==> src/rtl/instruction_issue.sv <==
// Issue stage for the add_subtract ALU: decodes 8-bit instructions, drives the ALU
// operands, waits out the ALU latency and writes the result back into a 4-entry register file.
module instruction_issue #(
    parameter int WIDTH   = 4,
    parameter int NREGS   = 4,
    parameter int ALU_LAT = 1
) (
    input  logic             clock,
    input  logic             reset,
    input  logic             instr_valid,
    input  logic [7:0]       instr,
    output logic             instr_ready,
    output logic [3:0]       alu_op,
    output logic [WIDTH-1:0] alu_a,
    output logic [WIDTH-1:0] alu_b,
    input  logic [WIDTH-1:0] alu_result,
    input  logic [1:0]       rd_sel,
    output logic [WIDTH-1:0] rd_data,
    output logic             busy,
    output logic             done
);

    localparam logic [3:0] OP_NOP = 4'b0000;
    localparam logic [3:0] OP_LDI = 4'b1111;
    localparam logic [2:0] LAT    = 3'(ALU_LAT);

    typedef enum logic [1:0] {
        IDLE = 2'd0,
        WAIT = 2'd1,
        WB   = 2'd2
    } state_t;

    state_t           state, state_next;
    logic [2:0]       cnt, cnt_next;
    logic [1:0]       wb_addr, wb_addr_next;
    logic [WIDTH-1:0] regs [NREGS];

    logic             ready_next, busy_next, done_next;
    logic [3:0]       op_next;
    logic [WIDTH-1:0] a_next, b_next;

    logic             wr_en;
    logic [1:0]       wr_addr;
    logic [WIDTH-1:0] wr_data;

    logic [3:0]       dec_op;
    logic [1:0]       dec_rd, dec_rs;
    logic             accept;

    // Handshake: an instruction transfers on a rising edge where instr_valid and
    // instr_ready are both 1; the source holds instr stable until then. instr_ready
    // is registered and only ever high in IDLE, so there is no combinational path
    // from instr_valid back to instr_ready.
    assign accept  = instr_valid && instr_ready;
    assign dec_op  = instr[7:4];
    assign dec_rd  = instr[3:2];
    assign dec_rs  = instr[1:0];
    assign rd_data = regs[rd_sel];

    always_comb begin
        state_next   = state;
        cnt_next     = cnt;
        wb_addr_next = wb_addr;
        ready_next   = instr_ready;
        busy_next    = busy;
        done_next    = 1'b0;
        op_next      = alu_op;
        a_next       = alu_a;
        b_next       = alu_b;
        wr_en        = 1'b0;
        wr_addr      = dec_rd;
        wr_data      = '0;

        case (state)
            IDLE: begin
                ready_next = 1'b1;
                if (accept) begin
                    if (dec_op == OP_NOP) begin
                        done_next = 1'b1;
                    end else if (dec_op == OP_LDI) begin
                        done_next = 1'b1;
                        wr_en     = 1'b1;
                        wr_addr   = dec_rd;
                        wr_data   = {{(WIDTH-2){1'b0}}, dec_rs};
                    end else begin
                        // Both operands are sampled before any write, so rd==rs reads the old value.
                        op_next      = dec_op;
                        a_next       = regs[dec_rd];
                        b_next       = regs[dec_rs];
                        wb_addr_next = dec_rd;
                        ready_next   = 1'b0;
                        busy_next    = 1'b1;
                        cnt_next     = LAT;
                        state_next   = WAIT;
                    end
                end
            end
            WAIT: begin
                cnt_next = cnt - 3'd1;
                if (cnt == 3'd1) begin
                    state_next = WB;
                end
            end
            WB: begin
                wr_en      = 1'b1;
                wr_addr    = wb_addr;
                wr_data    = alu_result;
                op_next    = 4'b0000;
                busy_next  = 1'b0;
                ready_next = 1'b1;
                done_next  = 1'b1;
                state_next = IDLE;
            end
            default: begin
                state_next = IDLE;
            end
        endcase
    end

    always_ff @(posedge clock or posedge reset) begin
        if (reset) begin
            state       <= IDLE;
            cnt         <= '0;
            wb_addr     <= '0;
            instr_ready <= 1'b0;
            busy        <= 1'b0;
            done        <= 1'b0;
            alu_op      <= '0;
            alu_a       <= '0;
            alu_b       <= '0;
            for (int i = 0; i < NREGS; i++) begin
                regs[i] <= '0;
            end
        end else begin
            state       <= state_next;
            cnt         <= cnt_next;
            wb_addr     <= wb_addr_next;
            instr_ready <= ready_next;
            busy        <= busy_next;
            done        <= done_next;
            alu_op      <= op_next;
            alu_a       <= a_next;
            alu_b       <= b_next;
            if (wr_en) begin
                regs[wr_addr] <= wr_data;
            end
        end
    end

endmodule

==> config.mk <==
export PLATFORM = sky130hd
export DESIGN_NAME = instruction_issue
export DESIGN_NICKNAME = d
export VERILOG_FILES = /design/src/rtl/instruction_issue.sv
export SDC_FILE = /design/constraint.sdc
export NUM_CORES = 1
export LEC_CHECK = 0
export ABC_AREA = 1
export CORE_AREA = 2 2 97 99
export CTS_CLUSTER_DIAMETER = 100
export DETAILED_ROUTE_END_ITERATION = 12
export DIE_AREA = 0 0 99 101
export REMOVE_ABC_BUFFERS = 1
export SLEW_MARGIN = 20
export SYNTH_ARGS = -nofsm -noshare
export SYNTH_HDL_FRONTEND = slang
export SYNTH_SLANG_ARGS = --single-unit
==> constraint.sdc <==
create_clock -name clock -period 3.9 [get_ports clock]
set_clock_uncertainty 0.2 [all_clocks]
set_input_delay 0.585 -clock clock [delete_from_list [all_inputs] [get_ports clock]]
set_output_delay 0.585 -clock clock [all_outputs]
set_load 0.01 [all_outputs]
==> metrics.md, run 1 <==
| Metric | Value |
|---|---|
| CTS Hold Buffers Added | `0` |
| Top cell type's share of synthesized area | `43.9%` |
| CTS tree | `built` |
| Worst setup path category | `primary input to output port` |
| CP Launch Type | `primary input` |
| CP max FO | `12` |
| Finished layout cell area | `0.00271 mm^2` |
| Clock latency at the later pin of the worst-skew pair | `300 ps` |
| WP data arrival | `2240 ps` |
| Initial antenna violation count | `0` |
| Req. time, crit path | `~3100 ps` |
| Setup_tns | `0 ps` |
| WL met3 | `188 um` |
| CP endpoint kind | `output port` |
| Pins Over Slew Limit | `0` |
| WL met1 | `approximately 2400 um` |
| Cell taking the most area after synthesis | `dfrtp_1` |
| Ports | `36` |
| Top sig layer | `met4` |
| Worst min-delay path class | `flip-flop to flip-flop` |
| Outcome | `complete, no violations` |
| Vias per cell | `approximately 4.4` |
| Distinct cell type count after synthesis | `21` |
| Mapped Cells | `291` |
| Crit path from | `rd_sel[0]` |
| Reg2Reg Launch Point | `state[0]$_DFFE_PP0P_` |
| Maxcap violations | `0` |
| Register area share after synthesis | `~44%` |
| Final-report hold violation count | `0` |
| Global-route wire length before repair | `8740 um` |
| Vias | `roughly 1900` |
| Avg Cell Area, Syn | `7.44 um^2` |
| Setup repair bufs after CTS | `0` |
| Leakage | `1.35 nW` |
| WL per Instance | `12.2 um` |
| Syn. warnings | `0` |
| Row count | `35` |
| Post-DRT Antenna Nets | `0` |
| Vias in the first global route | `1826` |
| Gr usage total | `11.1%` |
| Port bufs | `35` |
| Max Root-Sink Buffers | `2` |
| Hold path start | `cnt[1]$_DFFE_PP0P_` |
| Clock Sinks | `38` |
| Final Setup Violations | `0` |
| Drt pass-1 iters | `5` |
| Top cells by area, synth | `dfrtp_1 44%, nand2_1 18%, o21ai_0 7.2%` |
| Flops & latches, synth | `38` |
| H-Tree Depth | `2` |
| Residual DRC | `0` |
| Clock transition at path regs | `roughly 70 ps` |
| DR WL met2 | `around 2600 um` |
| Core Box Area | `approximately 0.0090 mm^2` |
| RSZ-0062 raised after global routing | `false` |
| Clock root cell | `clkbuf_8` |
| Antenna cells | `0` |
| Fin crit share | `77.6%` |
| Die width | `slightly below 100 um` |
| Largest net degree at the start of global routing | `39` |
| Slew headroom | `45.3%` |
| Layout cells sized above 1 | `9.79%` |
| WHS | `277 ps` |
| Drt initial violations | `slightly below 100` |
| Remaining global-route overflow | `0` |
| Final Wtd Congestion | `~0.80` |
| CTS resizes | `0` |
| Wirelength, routed | `5330 um` |
| Die Area | `0.0100 mm^2` |
| Area Overhead vs Synth | `25.2%` |
| Placed cell area | `0.00262 mm^2` |
| Initial core utilization | `24.1%` |
| PwrDens | `608 mW/mm^2` |
| Commonest non-fill, non-tap cell in the layout | `nand2_1` |
| Worst Tran Pin Value | `819 ps` |
| Post-DP HPWL | `4030 um` |
| Period minus WS final | `between 3000 and 4000 ps` |
| Most frequent cells in the layout | `104 x nand2_1, 38 x dfrtp_1, 35 x clkdlybuf4s50_1` |
| Nets | `around 350` |
| F_max | `330 MHz` |
| Clock buffer count from CTS | `5` |
| Worst VDD drop | `roughly 0.00015 V` |
| Chip height | `between 100 and 150 um` |
| Post-Synthesis Cell Area | `0.00216 mm^2` |
## through the flow
step                      worst slack (ps)  cells  power, W  utilization, %
after floorplan                       1960    283   0.00109               -
after global placement                 927    430   0.00137            29.1
after detailed placement               871    430   0.00138            29.1
after CTS                              864    438   0.00167            30.2
after global routing                   678    438   0.00179            30.2
final                                  874    438   0.00165            30.2
## synthesized netlist by cell type, drive strengths merged
library cell	n
o21ai	31
buf	3
nor2	21
dfrtp	38
clkbuf	5
or2	1
nand3	23
a21oi	18
inv	27
nand2	114
ha	2
nand4	4
o22ai	4
## cell families after synthesis
group	Yosys count	synth area share, %
DFF	38	43.9
buffers and inverters	35	6.82
AOI/OAI and AO/OA	53	12.5
and+or+nand+nor	163	35.6
adders and majority gates	2	1.16
## per-layer routing
| layer | vias to the layer above | global-route usage [%] |
|---|---|---|
| li1 | 1011 | - |
| met1 | 891 | 13.0 |
| met2 | 32 | 19.2 |
| met3 | 9 | 2.50 |
| met4 | 0 | 5.27 |
| met5 | - | 0 |
## final cells by class
cell class                 instances  area [um^2]
sequential                        38          951
inverter                          27          101
multi-input combinational        218         1070
timing repair buffer              36          358
clock buffer                       6         82.6
fill                             966         6270
clock inverter                     2         12.5
tap                              111          139
## flip-flops by register name, summed over array words and instances, names as in the netlist
register / count
alu_op: 4
done: 1
alu_b: 4
cnt: 3
wb_addr: 2
alu_a: 4
instr_ready: 1
regs: 16
busy: 1
state: 2
## worst max-delay path, cell delays in order
cell and delay, ps:
clkdlybuf4s50_1 540, inv_1 170, o21ai_0 200, a21oi_1 60
a21oi_1 140, clkdlybuf4s50_1 550
## worst paths after layout
kind | to | slack, ps | depth (start not counted)
min in group asynchronous | cnt[0]$_DFFE_PP0P_ | 500 | 3
max in group asynchronous | regs[0]$_DFFE_PP0P_ | 2650 | 3
max reg2reg | regs[0]$_DFFE_PP0P_ | 1870 | 6
min reg2reg | cnt[1]$_DFFE_PP0P_ | 280 | 2
min | cnt[1]$_DFFE_PP0P_ | 280 | 2
max | rd_data[3] | 870 | 6
## report_power, final
| group | total [W] | switching (W) | internal (W) |
|---|---|---|---|
| logic | 0.000693 | 0.000397 | 0.000296 |
| clock network | 0.000286 | 0.000144 | 0.000142 |
| registers | 0.000670 | 0.000130 | 0.000541 |
| total | 0.00165 | 0.000670 | 0.000979 |
Note: power is estimated with default switching activity, not from simulation.
==> inputs of run 2 (changes only) <==
==> constraint.sdc (replaced) <==
create_clock -name clock -period 3 [get_ports clock]
set_clock_uncertainty 0.2 [all_clocks]
set_input_delay 0.45 -clock clock [delete_from_list [all_inputs] [get_ports clock]]
set_output_delay 0.45 -clock clock [all_outputs]
set_load 0.01 [all_outputs]
==> metrics.md, run 2 (synthesis gave the netlist of run 1 again) <==
| Metric | Value |
|---|---|
| Outcome | `complete, no violations` |
| PwrDens | `788 mW/mm^2` |
| Area Overhead vs Synth | `25.7%` |
| Sequential cell area | `approximately 950 um^2` |
| Clock buffer count from CTS | `5` |
| Nets | `347` |
| Period minus WS final | `2770 ps` |
| Residual DRC | `0` |
| Crit path from | `rd_sel[0]` |
| Die width | `between 90 and 100 um` |
| F_max | `361 MHz` |
| Setup repair bufs after CTS | `0` |
| Post-DRT Antenna Nets | `0` |
| Placed cell area | `0.00263 mm^2` |
| Drt initial violations | `between 100 and 150` |
| Remaining global-route overflow | `0` |
| Commonest non-fill, non-tap cell in the layout | `nand2_1` |
| Pre-CTS worst setup slack | `between 200 and 250 ps` |
| Hold worst-path end | `regs[10]$_DFFE_PP0P_` |
| WL per Instance | `about 12 um` |
| Global-route wire length before repair | `9320 um` |
| Initial core utilization | `about a quarter` |
| CTS resizes | `0` |
| Pins Over Slew Limit | `0` |
| Hold path cells | `2` |
| Register-to-Register Path Depth | `5` |
| Fill count | `970` |
| Max reg flops | `16` |
| Core Box Area | `0.00898 mm^2` |
| Endpoint of the worst-slack reg-to-reg timing path | `alu_b[2]$_DFFE_PP0P_` |
| H-Tree Depth | `2` |
| Wirelength, routed | `5460 um` |
| RSZ-0062 raised after global routing | `false` |
| Initial antenna violation count | `0` |
| Final setup margin | `about 230 ps` |
| Hold path start | `regs[10]$_DFFE_PP0P_` |
| Drt pass-1 iters | `4` |
| Fin crit share | `approximately 92%` |
| Ports | `36` |
| Clock Sinks | `38` |
| WP data arrival | `2120 ps` |
| CTS Hold Buffers Added | `0` |
| Worst VDD drop | `0.000219 V` |
| Row count | `35` |
| Port bufs | `35` |
| Chip height | `between 100 and 150 um` |
| CP Launch Type | `primary input` |
| R2r setup slk | `1280 ps` |
| Area of the multi-input gates | `0.00107 mm^2` |
| Worst min-delay path class | `flip-flop to flip-flop` |
| Final-report hold violation count | `0` |
| CP endpoint kind | `output port` |
| Slew headroom | `66.7%` |
| Layout cells sized above 1 | `10.0%` |
| Reg2Reg Launch Point | `state[0]$_DFFE_PP0P_` |
| Reg with most FFs | `regs` |
| Worst setup path category | `primary input to output port` |
| Clock latency at the later pin of the worst-skew pair | `290 ps` |
| Cell Count, Final, Fillers Out | `440` |
| Vias per cell | `roughly 4.6` |
| Finished layout cell area | `about 0.0027 mm^2` |
| Leakage | `around 1.4 nW` |
| Antenna cells | `0` |
| Clock root cell | `clkbuf_8` |
| Final Setup Violations | `0` |
| Placed Cells | `432` |
| Gr usage total | `11.6%` |
| Final Wtd Congestion | `between 0.8 and 0.9` |
| Maxcap violations | `0` |
| Max Root-Sink Buffers | `2` |
| Setup_tns | `0 ps` |
| Clock transition at path regs | `70 ps` |
| CTS tree | `built` |
| Die Area | `0.0100 mm^2` |
| CP max FO | `12` |
| Most frequent cells in the layout | `104 x nand2_1, 38 x dfrtp_1, 35 x clkdlybuf4s50_1` |
| Post-DP HPWL | `~4200 um` |
| Req. time, crit path | `2350 ps` |
| Worst Tran Pin Value | `between 400 and 500 ps` |
| WHS | `278 ps` |
| Vias in the first global route | `between 1500 and 2000` |
| Largest net degree at the start of global routing | `39` |
| Vias | `about 2000` |
-- run 2: changes by cell type in the layout (fill, tap and decap cells not counted) --
cell / previous run / this run
clkinvlp_4: 1 / 0
buf_4: 1 / 3
clkbuf_1: 0 / 1
-- run 2: through the flow --
stage | total power, W | util, %
2_1_floorplan | 0.00141 | -
3_3_place_gp | 0.00178 | 29.3
3_5_place_dp | 0.00181 | 29.3
4_1_cts | 0.00217 | 30.3
5_1_grt | 0.00234 | 30.3
6_report | 0.00214 | 30.3
-- run 2: critical path, stage by stage --
cell and delay (ps):
clkdlybuf4s50_1 550, inv_1 180, o21ai_0 190, a21oi_1 70, a21oi_1 130, clkdlybuf4s50_1 550
-- run 2: how the worst max path moves through the flow --
| stage | endpoint | slack, ps | cells after the start |
|---|---|---|---|
| floorplan | regs[0]$_DFFE_PP0P_ | 1190 | 7 |
| global placement | rd_data[3] | 290 | 6 |
| detailed placement | rd_data[0] | 230 | 6 |
| CTS | rd_data[2] | 220 | 6 |
| global route | rd_data[2] | 100 | 6 |
| finish | rd_data[1] | 230 | 6 |
-- run 2: power by group --
| part | switching [W] | total (W) | internal, W |
|---|---|---|---|
| sequential | 0.000175 | 0.000878 | 0.000703 |
| clock | 0.000175 | 0.000360 | 0.000185 |
| combinational | 0.000517 | 0.000905 | 0.000388 |
| total | 0.000867 | 0.00214 | 0.00128 |
-- run 2: cell type report --
type / count / share of cell area (%)
timing repair buffer: 38 / 13.7
clock inverter: 1 / 0.184
multi-input combinational: 218 / 39.2
clock buffer: 7 / 3.17
inverter: 27 / 3.72
sequential: 38 / 34.9
tap: 111 / 5.10
-- run 2: layer usage --
metal | up-vias | GRT usage (%) | wire (um)
met3 | 13 | 2.70 | 257
li1 | 1013 | - | -
met2 | 46 | 19.6 | 2650
met4 | 0 | 4.11 | 112
met1 | 962 | 14.4 | 2450
met5 | - | 0 | 0
==> inputs of run 3 (changes only) <==
--- a/config.mk
+++ b/config.mk
@@ -15,3 +15,4 @@
 export SYNTH_ARGS = -nofsm -noshare
 export SYNTH_HDL_FRONTEND = slang
 export SYNTH_SLANG_ARGS = --single-unit
+export TNS_END_PERCENT = 10
==> results of run 3 <==
Final layout, timing and power as in run 2 (identical DEF).
